## config.mk

```make
export PLATFORM = sky130hd
export DESIGN_NAME = cva6_ldbuf_tid_pool
export DESIGN_NICKNAME = d
export VERILOG_FILES = /design/src/rtl/cva6_ldbuf_tid_pool.sv
export SDC_FILE = /design/constraint.sdc
export NUM_CORES = 1
export LEC_CHECK = 0
export ABC_AREA = 1
export CORE_MARGIN = 8
export CORE_UTILIZATION = 55
export DETAILED_ROUTE_END_ITERATION = 8
export GPL_ROUTABILITY_DRIVEN = 0
export GPL_TIMING_DRIVEN = 0
export PLACE_DENSITY = 0.76
export SYNTH_ARGS = -nofsm -noshare
export SYNTH_HDL_FRONTEND = slang
export SYNTH_SLANG_ARGS = --single-unit
```

## constraint.sdc

```tcl
create_clock -name clk_i -period 3.2 [get_ports clk_i]
set_input_delay 0.32 -clock clk_i [delete_from_list [all_inputs] [get_ports clk_i]]
set_output_delay 0.32 -clock clk_i [all_outputs]
set_load 0.05 [all_outputs]
```

## src/rtl/cva6_ldbuf_tid_pool.sv

```systemverilog
// cva6_ldbuf_tid_pool: load-buffer cache transaction-ID pool with per-load metadata; CVA6_LDBUF_PERF_EN adds occupancy/full-cycle counters
module cva6_ldbuf_tid_pool #(
    parameter int NR_ENTRIES = 8,
    parameter int ID_W       = $clog2(NR_ENTRIES),
    parameter int TRANS_ID_W = 3
) (
    input  logic                  clk_i,
    input  logic                  rst_ni,
    input  logic                  alloc_req_i,
    output logic                  alloc_gnt_o,
    output logic [ID_W-1:0]       alloc_id_o,
    input  logic [TRANS_ID_W-1:0] alloc_trans_id_i,
    input  logic [2:0]            alloc_offset_i,
    input  logic [1:0]            alloc_size_i,
    input  logic                  alloc_sign_i,
    input  logic                  rsp_valid_i,
    input  logic [ID_W-1:0]       rsp_id_i,
    output logic [TRANS_ID_W-1:0] rsp_trans_id_o,
    output logic [2:0]            rsp_offset_o,
    output logic [1:0]            rsp_size_o,
    output logic                  rsp_sign_o,
    output logic                  rsp_drop_o,
    output logic                  rsp_err_o,
    input  logic                  kill_i,
    output logic                  empty_o,
    output logic                  full_o
`ifdef CVA6_LDBUF_PERF_EN
   ,output logic [ID_W:0]         occupancy_o,
    output logic [31:0]           full_cycles_o
`endif
);
    localparam int MW = TRANS_ID_W + 6;

    typedef enum logic [1:0] {FREE, VALID, KILLED} state_e;

    state_e                state_q [NR_ENTRIES];
    state_e                state_d [NR_ENTRIES];
    logic   [MW-1:0]       meta_q  [NR_ENTRIES];
    logic   [NR_ENTRIES-1:0] free_v;
    state_e                rsp_st;
    logic                  rsp_free;

    always_comb begin
        free_v     = '0;
        alloc_id_o = '0;
        for (int i = NR_ENTRIES - 1; i >= 0; i--) begin
            free_v[i] = state_q[i] == FREE;
            if (free_v[i]) alloc_id_o = ID_W'(i);
        end
    end

    assign empty_o     = &free_v;
    assign full_o      = ~|free_v;
    assign alloc_gnt_o = alloc_req_i & ~full_o;

    assign rsp_st   = state_q[rsp_id_i];
    assign rsp_free = rsp_valid_i & (rsp_st != FREE);
    assign {rsp_trans_id_o, rsp_offset_o, rsp_size_o, rsp_sign_o} = meta_q[rsp_id_i];
    // a same-cycle kill already applies to the entry being answered
    assign rsp_drop_o = rsp_valid_i & ((rsp_st == KILLED) | ((rsp_st == VALID) & kill_i));
    assign rsp_err_o  = rsp_valid_i & (rsp_st == FREE);

    always_comb begin
        state_d = state_q;
        for (int i = 0; i < NR_ENTRIES; i++) begin
            if (kill_i && state_q[i] == VALID) state_d[i] = KILLED;
            if (rsp_free && rsp_id_i == ID_W'(i)) state_d[i] = FREE;
            if (alloc_gnt_o && alloc_id_o == ID_W'(i)) state_d[i] = VALID;
        end
    end

    always_ff @(posedge clk_i or negedge rst_ni) begin
        if (!rst_ni) begin
            for (int i = 0; i < NR_ENTRIES; i++) begin
                state_q[i] <= FREE;
                meta_q[i]  <= '0;
            end
        end else begin
            state_q <= state_d;
            if (alloc_gnt_o) meta_q[alloc_id_o] <= {alloc_trans_id_i, alloc_offset_i, alloc_size_i, alloc_sign_i};
        end
    end

`ifdef CVA6_LDBUF_PERF_EN
    always_ff @(posedge clk_i or negedge rst_ni) begin
        if (!rst_ni) begin
            occupancy_o   <= '0;
            full_cycles_o <= '0;
        end else begin
            occupancy_o   <= occupancy_o + (ID_W+1)'(alloc_gnt_o) - (ID_W+1)'(rsp_free);
            full_cycles_o <= full_cycles_o + 32'(full_o);
        end
    end
`endif

endmodule

```

==> metrics.md <==
| Metric | Value |
|---|---|
| Largest net degree at the start of global routing | 48 |
| Final #Nets | 633 |
| Synth cell types | 29 |
| Clock buffer count from CTS | 9 |
| Total Wirelength | 12,350 um |
| Die Y | 106.7 um |
| WHS Path Cells | 2 |
| P per Cell Area | 998.3 nW/um^2 |
| Vias in the first global route | 4,147 |
| Setup Skew | 0.01567 ns |
| Later-pin clock latency in the skew report | 0.35 ns |
| Worst min path class | reg -> reg |
| EDFF count, synth | 0 |
| Hold Violations, Final | 0 |
| Top cells by area, synth | dfrtp_1 (49%), nand2_1 (18%), inv_1 (3.9%), nand3_1 (3.5%), nand4_1 (3.3%) |
| Sequential Power Share | 0.359 |
| Rows | 33 |
| Reg2Reg Depth | 10 |
| Synthesized Nets | 591 |
| Clk buf depth | 2 |
| Final TNS setup | 0 ns |
| Post-synth top flop | dfrtp_1 |
| Initial antenna violation count | 0 |
| CP Capture Type | primary output |
| Num ports | 34 |
| Cells along the critical path | buf_2, nand2_1, clkinv_1, clkbuf_1, a22oi_1, a41oi_1, clkdlybuf4s50_1 |
| VDD IR max | 0.4871 mV |
| Avg Inst Size Synth | 7.882 um^2 |
| Clock root cell | clkbuf_8 |
| DP HPWL | 8930 um |
| Layout area overhead | 14.52% |
| Total number of vias | 4,198 |
| Fin crit share | 0.9412 |
| Die Area | 11,380 um^2 |
| Ys async rst share | 1.000 |
| Total GRT Usage | 0.2247 |
| Total grt overflow | 0 |
| Initial core utilization | 0.5591 |
| Setup Crit Path Kind | in -> out |
| Core outline area | 8093 um^2 |
| Synth Instances | 574 |
| H-Tree Depth | 3 |
| DRC errors left | 0 |
| Reg clk slew, reported paths | 0.09 ns |
| Via/cell ratio | 5.782 |
| Fin Hold WS | 0.4816 ns |
| Commonest cells in the synthesized netlist | nand2_1 (221), dfrtp_1 (88), inv_1 (47) |
| Clock power frac | 0.147 |
| # Post-CTS Setup Buffers | 0 |
| Final Util | 0.6402 |
| Outcome | finished clean |
| Flop-to-flop setup slack | 1.20 ns |
| Switching share of power | 0.4645 |
| CTS tree | built |
| Warnings from Yosys | 0 |
| Worst path required time | 2.88 ns |
| Initial DRC count | 299 |
| Most common cell in the synthesized netlist | nand2_1 |
| Worst Path Arrival | 2.69 ns |
| Reg-to-reg startpoint | state_q[15]$_DFFE_PN0P_ |
| Synth top area share | 0.4867 |
| RSZ-0062 raised after global routing | no |
| Inst Count DP | 709 |
| P_sw | 2403 uW |
| Slew HR | 0.5827 |
| Hold EP | meta_q[69]$_DFFE_PN0P_ |
| Drt first pass iters | 5 |
| Die span in x | 106.7 um |
| Synth area leader | dfrtp_1 |
| Seq/Total Area, Yosys | 0.4867 |
| Crit Path Max Fanout | 10 |
| Maxcap violations | 0 |
| Crit path max-delay cell type | clkdlybuf4s50_1 |
| First-pass GRT wire length | 20,560 um |
| Critical R2R Capture | meta_q[25]$_DFFE_PN0P_ |
| Final worst path period need | 3.012 ns |
| Slew Viols, Final | 0 |
| Synthesized area | 4524 um^2 |
| Hold Crit Start | meta_q[69]$_DFFE_PN0P_ |
| Final setup vio count | 0 |
| Max stage delay on crit path | 0.84 ns |
| Wire length per cell | 17.01 um |
| I/O Buffers | 29 |
| Fin cells | 726 |
| Pleak | 0.002593 uW |
| Layout cells sized above 1 | 0.1079 |
| CTS sink cnt | 88 |
| Maximum clock rate | 332.0 MHz |
| Antenna cell count | 0 |
| Logic pwr share | 0.494 |
| Worst-Margin Slew | 0.6260 ns |
| Int Pwr | 2770 uW |
| Antenna Nets Post-Route | 0 |
| CP Launch Type | input pin |
| #FFs+latches synth | 88 |
[registers in the layout, indices dropped and copies added (netlist names)]
register and flops:
meta_q 72, state_q 16
[cell type report]
type                       instances  area, um^2
sequential                        88        2202
inverter                          51       191.4
multi-input combinational        410        1991
buffer                            25       146.4
clock buffer                       9       123.9
clock inverter                     7       70.07
fill                             739        2912
timing repair buffer              31       325.3
tap                              105       131.4
[what timing repair did]
action | 4_1_cts | 5_1_grt
gates resized for setup | 0 | 3
hold buffers | 1 | 0
endpoints found under the setup margin | 0 | 7
hold endpoints to repair | 41 | 0
[per-stage QoR]
stage | area, um^2 | total power, uW | setup slack (ns)
floorplan | 4524 | 3694 | 0.5567
global placement | 4946 | 4308 | -1.343
detailed placement | 4971 | 4404 | 0.1018
CTS | 5175 | 5168 | 0.07650
global route | 5181 | 5527 | 0.08060
finish | 5181 | 5172 | 0.1883
[routing by layer]
metal / wire length (um) / global-route usage / up-vias / share of wire
met1: 4947 / 0.2774 / 1987 / 0.40
li1: - / - / 1966 / -
met5: 0 / 0 / - / 0
met2: 6158 / 0.3783 / 206 / 0.50
met3: 839 / 0.03299 / 39 / 0.068
met4: 404 / 0.1085 / 0 / 0.033
[cells in the final DEF (no fill, tap or decap), drive strengths merged]
master         synthesis  layout
dlygate4sd3            0       1
bufinv                 0       1
clkbuf                 9      18
dfrtp                 88      88
clkinv                 1       5
o21ai                 51      51
nor3                   1       1
nor4                   1       1
a21oi                 13      13
a22oi                 12      12
clkdlybuf4s50          0      28
a41oi                  6       6
inv                   50      51
nand4                 24      24
nand2                227     227
nor2                  34      34
nand3                 38      38
a221oi                 3       3
buf                   16      18
clkinvlp               0       1
[worst max-delay path: cells and delay by family]
family | cells | cell delay [ns]
buffers and inverters | 4 | 1.68
AND/OR/NAND/NOR | 1 | 0.14
AO/OA/AOI/OAI | 2 | 0.54
[cell families after synthesis]
group | synth area share
compound gates | 0.1181
flops | 0.4867
simple gates | 0.3208
buf+inv | 0.07439
[worst max-delay path by stage]
stage,startpoint,to,slack [ns],cells after the start
after CTS,rsp_id_i[0],rsp_offset_o[2],0.08,7
after global routing,rsp_id_i[0],rsp_offset_o[2],0.08,7
after floorplan,rsp_id_i[0],rsp_trans_id_o[1],0.56,6
after global placement,rst_ni,meta_q[69]$_DFFE_PN0P_,-1.34,1
final,rsp_id_i[1],rsp_size_o[0],0.19,7
after detailed placement,rsp_id_i[0],rsp_offset_o[2],0.10,7
[power by group through the flow]
stage          clock, uW  combinational, uW  sequential, uW
6_report             761               2550            1860
3_3_place_gp           0               2460            1850
4_1_cts              769               2550            1850
3_5_place_dp           0               2540            1870
2_1_floorplan          0               1890            1800
5_1_grt              806               2820            1900
(Power assumes the default switching activity.)
